==> config.mk <==
export PLATFORM = sky130hd
export DESIGN_NAME = serial_add_4b
export DESIGN_NICKNAME = d
export VERILOG_FILES = /design/src/rtl/arith_pkg.sv /design/src/rtl/full_adder_1b.sv /design/src/rtl/serial_add_4b.sv
export SDC_FILE = /design/constraint.sdc
export NUM_CORES = 1
export LEC_CHECK = 0
export ABC_AREA = 1
export CORE_ASPECT_RATIO = 0.8
export CORE_MARGIN = 5
export CORE_UTILIZATION = 45
export CTS_CLUSTER_SIZE = 8
export DETAILED_ROUTE_END_ITERATION = 16
export PLACE_DENSITY = 0.73
export RECOVER_POWER = 25
export SLEW_MARGIN = 0
export SYNTH_ARGS = -nofsm -noshare
export SYNTH_HDL_FRONTEND = slang
export SYNTH_SLANG_ARGS = --single-unit
==> constraint.sdc <==
create_clock -name clk -period 1.3 [get_ports clk]
set_clock_uncertainty 0.15 [all_clocks]
set_input_delay 0.26 -clock clk [delete_from_list [all_inputs] [get_ports clk]]
set_output_delay 0.26 -clock clk [all_outputs]
set_load 0.02 [all_outputs]
==> src/rtl/arith_pkg.sv <==
// Shared definitions for the bit-serial arithmetic blocks (serial adder now,
// serial subtractor later).
//   state_t    : FSM states shared by the serial blocks
//   WIDTH_DEF  : default operand width
//   majority3  : carry function of a 1-bit full adder
package arith_pkg;

  typedef enum logic [1:0] {
    IDLE  = 2'd0,
    SHIFT = 2'd1,
    DONE  = 2'd2
  } state_t;

  localparam int WIDTH_DEF = 4;

  function automatic logic majority3(input logic a, input logic b, input logic c);
    return (a & b) | (a & c) | (b & c);
  endfunction

endpackage

==> src/rtl/full_adder_1b.sv <==
// Combinational 1-bit full adder.
//   a, b, cin : input bits
//   s         : sum bit
//   cout      : carry out
module full_adder_1b
  import arith_pkg::*;
(
  input  logic a,
  input  logic b,
  input  logic cin,
  output logic s,
  output logic cout
);

  assign s    = a ^ b ^ cin;
  assign cout = majority3(a, b, cin);

endmodule

==> src/rtl/serial_add_4b.sv <==
// Bit-serial adder: out/Cout = x + y + Cin, one bit per clock, LSB first.
//   clk, rst : clock and synchronous active-high reset
//   start    : request an addition (sampled only when idle)
//   x, y     : addends, captured on the accepted start
//   Cin      : carry-in, captured on the accepted start
//   busy     : high while an operation is in flight (SHIFT or DONE)
//   done     : one-cycle pulse, coincident with the new out/Cout
//   out      : registered sum, held between operations
//   Cout     : registered carry-out of the MSB, held between operations
module serial_add_4b
  import arith_pkg::*;
#(
  parameter int WIDTH = WIDTH_DEF
) (
  input  logic             clk,
  input  logic             rst,
  input  logic             start,
  input  logic [WIDTH-1:0] x,
  input  logic [WIDTH-1:0] y,
  input  logic             Cin,
  output logic             busy,
  output logic             done,
  output logic [WIDTH-1:0] out,
  output logic             Cout
);

  localparam int CNT_W = $clog2(WIDTH) + 1;
  localparam logic [CNT_W-1:0] LAST_CNT = CNT_W'(WIDTH - 1);

  state_t           r_state;
  state_t           w_next;
  logic [WIDTH-1:0] r_a_sr;
  logic [WIDTH-1:0] r_b_sr;
  logic [WIDTH-1:0] r_s_sr;
  logic             r_c;
  logic [CNT_W-1:0] r_cnt;
  logic [WIDTH-1:0] r_out;
  logic             r_cout;

  logic             w_sum;
  logic             w_carry;
  logic [WIDTH-1:0] w_s_next;

  full_adder_1b u_fa (
    .a    (r_a_sr[0]),
    .b    (r_b_sr[0]),
    .cin  (r_c),
    .s    (w_sum),
    .cout (w_carry)
  );

  assign w_s_next = {w_sum, r_s_sr[WIDTH-1:1]};

  always_comb begin
    w_next = r_state;
    case (r_state)
      IDLE:    if (start) w_next = SHIFT;
      SHIFT:   if (r_cnt == LAST_CNT) w_next = DONE;
      DONE:    w_next = IDLE;
      default: w_next = IDLE;
    endcase
  end

  always_ff @(posedge clk) begin
    if (rst) begin
      r_state <= IDLE;
      r_a_sr  <= '0;
      r_b_sr  <= '0;
      r_s_sr  <= '0;
      r_c     <= 1'b0;
      r_cnt   <= '0;
      r_out   <= '0;
      r_cout  <= 1'b0;
    end else begin
      r_state <= w_next;
      case (r_state)
        IDLE: begin
          if (start) begin
            r_a_sr <= x;
            r_b_sr <= y;
            r_c    <= Cin;
            r_s_sr <= '0;
            r_cnt  <= '0;
          end
        end
        SHIFT: begin
          r_a_sr <= r_a_sr >> 1;
          r_b_sr <= r_b_sr >> 1;
          r_c    <= w_carry;
          r_s_sr <= w_s_next;
          r_cnt  <= r_cnt + 1'b1;
          // Result is loaded on the last shift edge so it appears in the
          // same cycle as the done pulse (the DONE state).
          if (r_cnt == LAST_CNT) begin
            r_out  <= w_s_next;
            r_cout <= w_carry;
          end
        end
        default: ;
      endcase
    end
  end

  assign busy = (r_state != IDLE);
  assign done = (r_state == DONE);
  assign out  = r_out;
  assign Cout = r_cout;

endmodule
==> flow_summary.ini <==
[outcome]
status = complete, but fails checks
violations = setup timing

[drt]
dr.pass1.iters = 4
drtAntennaViolNets = 0
drtIter0Drc = 34
vias = 979
viasPerCell = 4.752
drc = 0
wl_per_cell_um = 12.09
totalWireLength_mm = 2.491

[worst_setup_path]
worst_setup_path_end_kind = primary output
crit_slowest_cell = dfxtp_4
r2r_end = r_s_sr[3]$_SDFFE_PP0P_
path_max_fanout = 3
crit_chain = nor2_4 -> inv_2 -> buf_6
crit_path_end = busy
crit_path_start_kind = register
reg2reg_slack_ps = -80
r2r-start = r_a_sr[0]$_SDFFE_PP0P_
worstSetupStartpoint = r_state[0]$_SDFFE_PP0P_
required_ps = 890
worstRegToRegCells = 3
critPathKind = reg2out
cp.arrival_ps = 990
cp_slowest_stage_delay_ps = 390

[clock_network]
clock_sinks = 22
htree_levels = 1
numCtsBuffers = 3
root_buffer = clkbuf_4
clkLatencyLatePin_ps = 310
cts_buffer_depth = 2
cts_tree = done
clk_pin_slew_worst_paths_ps = 120

[place]
place.gp.congestion = 0.7730
port_buffers = 18
hpwl_mm = 1.544
placed_area_um2 = 1285

[die]
fp.dieW_um = 62.86
rows = 15
fp.dieArea_um2 = 3287
io_pins = 19
die_y_um = 52.29
start_util_pct = 47.02
core_area_um2 = 2140

[logic_synthesis]
synth_area_leaders = dfxtp_1 44%, nand2_1 18%, inv_1 9.3%
synth-seq-area-share_pct = 43.78
ys_warn_count = 0
synth_cell_types = 16
syn_nets = 161
synth_top_cell_by_area = dfxtp_1
synth-seq-cells = 22
syn-cell-area_um2 = 1006
syn_avg_cell_area_um2 = 6.890
syn_inst = 146
synth_top_area_share_pct = 43.78

[global_route]
antenna_found_initial = 0
grt_start_max_net_pins = 14
grt_pass1_wl_mm = 4.071
grt_pass1_vias = 958
overflow = 0
grt_usage_pct = 15.43

[pwr]
powerDensity_nw_per_um2 = 1047
p_leak_nw = 0.7178
ir_drop_mv = 1.053

[timing]
final-setup-viol-count = 12
min_period_ps = 1402
relSlewSlack_pct = 86.24
rsz0062_at_grt = yes
finalCritPeriodShare_pct = 107.9
hold_ws_ps = 328.5
hold_viol_final = 0
maxSlewViolCount = 0
setup_ws_ps = -102.4
max_freq_ghz = 0.7131
worst_pin_slew_ps = 205.7
setup_tns_ps = -491.8

[finish]
num-fill-cells = 179
final_cell_mix = 48 x nand2_1, 22 x inv_1, 17 x dfxtp_1
nNetsFinal = 197
num_antenna_cells = 0
area_growth_pct = 45.77
drive_gt1_share_pct = 27.62
finalInstanceArea_um2 = 1466
final_common_cell = nand2_1

[run]
max_cap_violations = 0

[worst_hold_path]
min_path_type = reg2reg
[worst max-delay path, delay by kind of cell, from the launching register on]
family        cells  cell delay [ps]
flops             1              390
simple gates      1              120
buf+inv           2              160
[worst min-delay path by stage]
stage,from,to,slack (ps),depth (start not counted)
3_3_place_gp,r_cnt[2]$_SDFFE_PP0P_,r_cnt[2]$_SDFFE_PP0P_,300,2
6_report,r_a_sr[3]$_SDFFE_PP0P_,r_a_sr[3]$_SDFFE_PP0P_,330,2
5_1_grt,r_a_sr[3]$_SDFFE_PP0P_,r_a_sr[3]$_SDFFE_PP0P_,340,2
2_1_floorplan,start,r_a_sr[3]$_SDFFE_PP0P_,270,2
4_1_cts,r_a_sr[3]$_SDFFE_PP0P_,r_a_sr[3]$_SDFFE_PP0P_,330,2
3_5_place_dp,r_a_sr[3]$_SDFFE_PP0P_,r_a_sr[3]$_SDFFE_PP0P_,310,2
[power by group]
part / switching (W) / internal [W]
combinational: 0.000133 / 0.000144
sequential: 0.0000245 / 0.000707
clock: 0.000215 / 0.000312
total: 0.000372 / 0.00116
[final cells by class]
type	instances	area, um^2	area share (%)
Tap cell	25	31.28	2.133
Sequential cell	22	451.7	30.80
Timing Repair Buffer	36	336.6	22.95
Multi-Input combinational cell	93	491.7	33.53
Inverter	26	102.6	6.997
Clock inverter	1	30.03	2.048
Clock buffer	3	22.52	1.536
[logic make-up after synthesis]
logic type | count (synthesis) | synth area share, %
compound gates | 18 | 9.328
fa+ha+maj | 3 | 4.477
buf+inv | 31 | 13.68
flops | 22 | 43.78
simple gates | 72 | 28.73
[sequential cells by signal, indices dropped and copies added, names as in the netlist]
register,flops
Cout,1
r_cnt,3
r_b_sr,4
r_c,1
r_state,2
out,4
r_s_sr,3
r_a_sr,4
[repair_timing]
action	4_1_cts	5_1_grt
cloned	1	1
hold buffers	0	0
gates resized for setup	48	15
endpoints found under the setup margin	14	22
buffers inserted	1	4
pin swaps	4	4
[stage by stage]
step	total power [W]	util [%]	setup slack (ps)	instances
finish	0.001536	68.54	-102.4	206
global route	0.001599	68.54	-144.2	206
CTS	0.001519	65.38	-98.78	201
detailed placement	0.0009722	60.06	-193.4	195
global placement	0.0009631	60.06	-168.5	195
floorplan	0.0008745	-	46.78	146
[metal layers]
metal  routed length (um)  vias up  share of wire [%]  global-route usage (%)
met1                 1095      457                 44                   16.43
li1                     -      507                  -                       -
met3                   73        4                2.9                   4.292
met5                    0        -                  0                       0
met2                 1299       11                 52                   30.38
met4                   23        0               0.92                   3.180
[cell usage after synthesis (all sizes together)]
master and n:
fa 1, nand2 50, a21oi 14, ha 2, o21ai 4, dfxtp 22
nor2 17, nand3 5, buf 5, inv 26
Power figures use the tool's default switching activity.
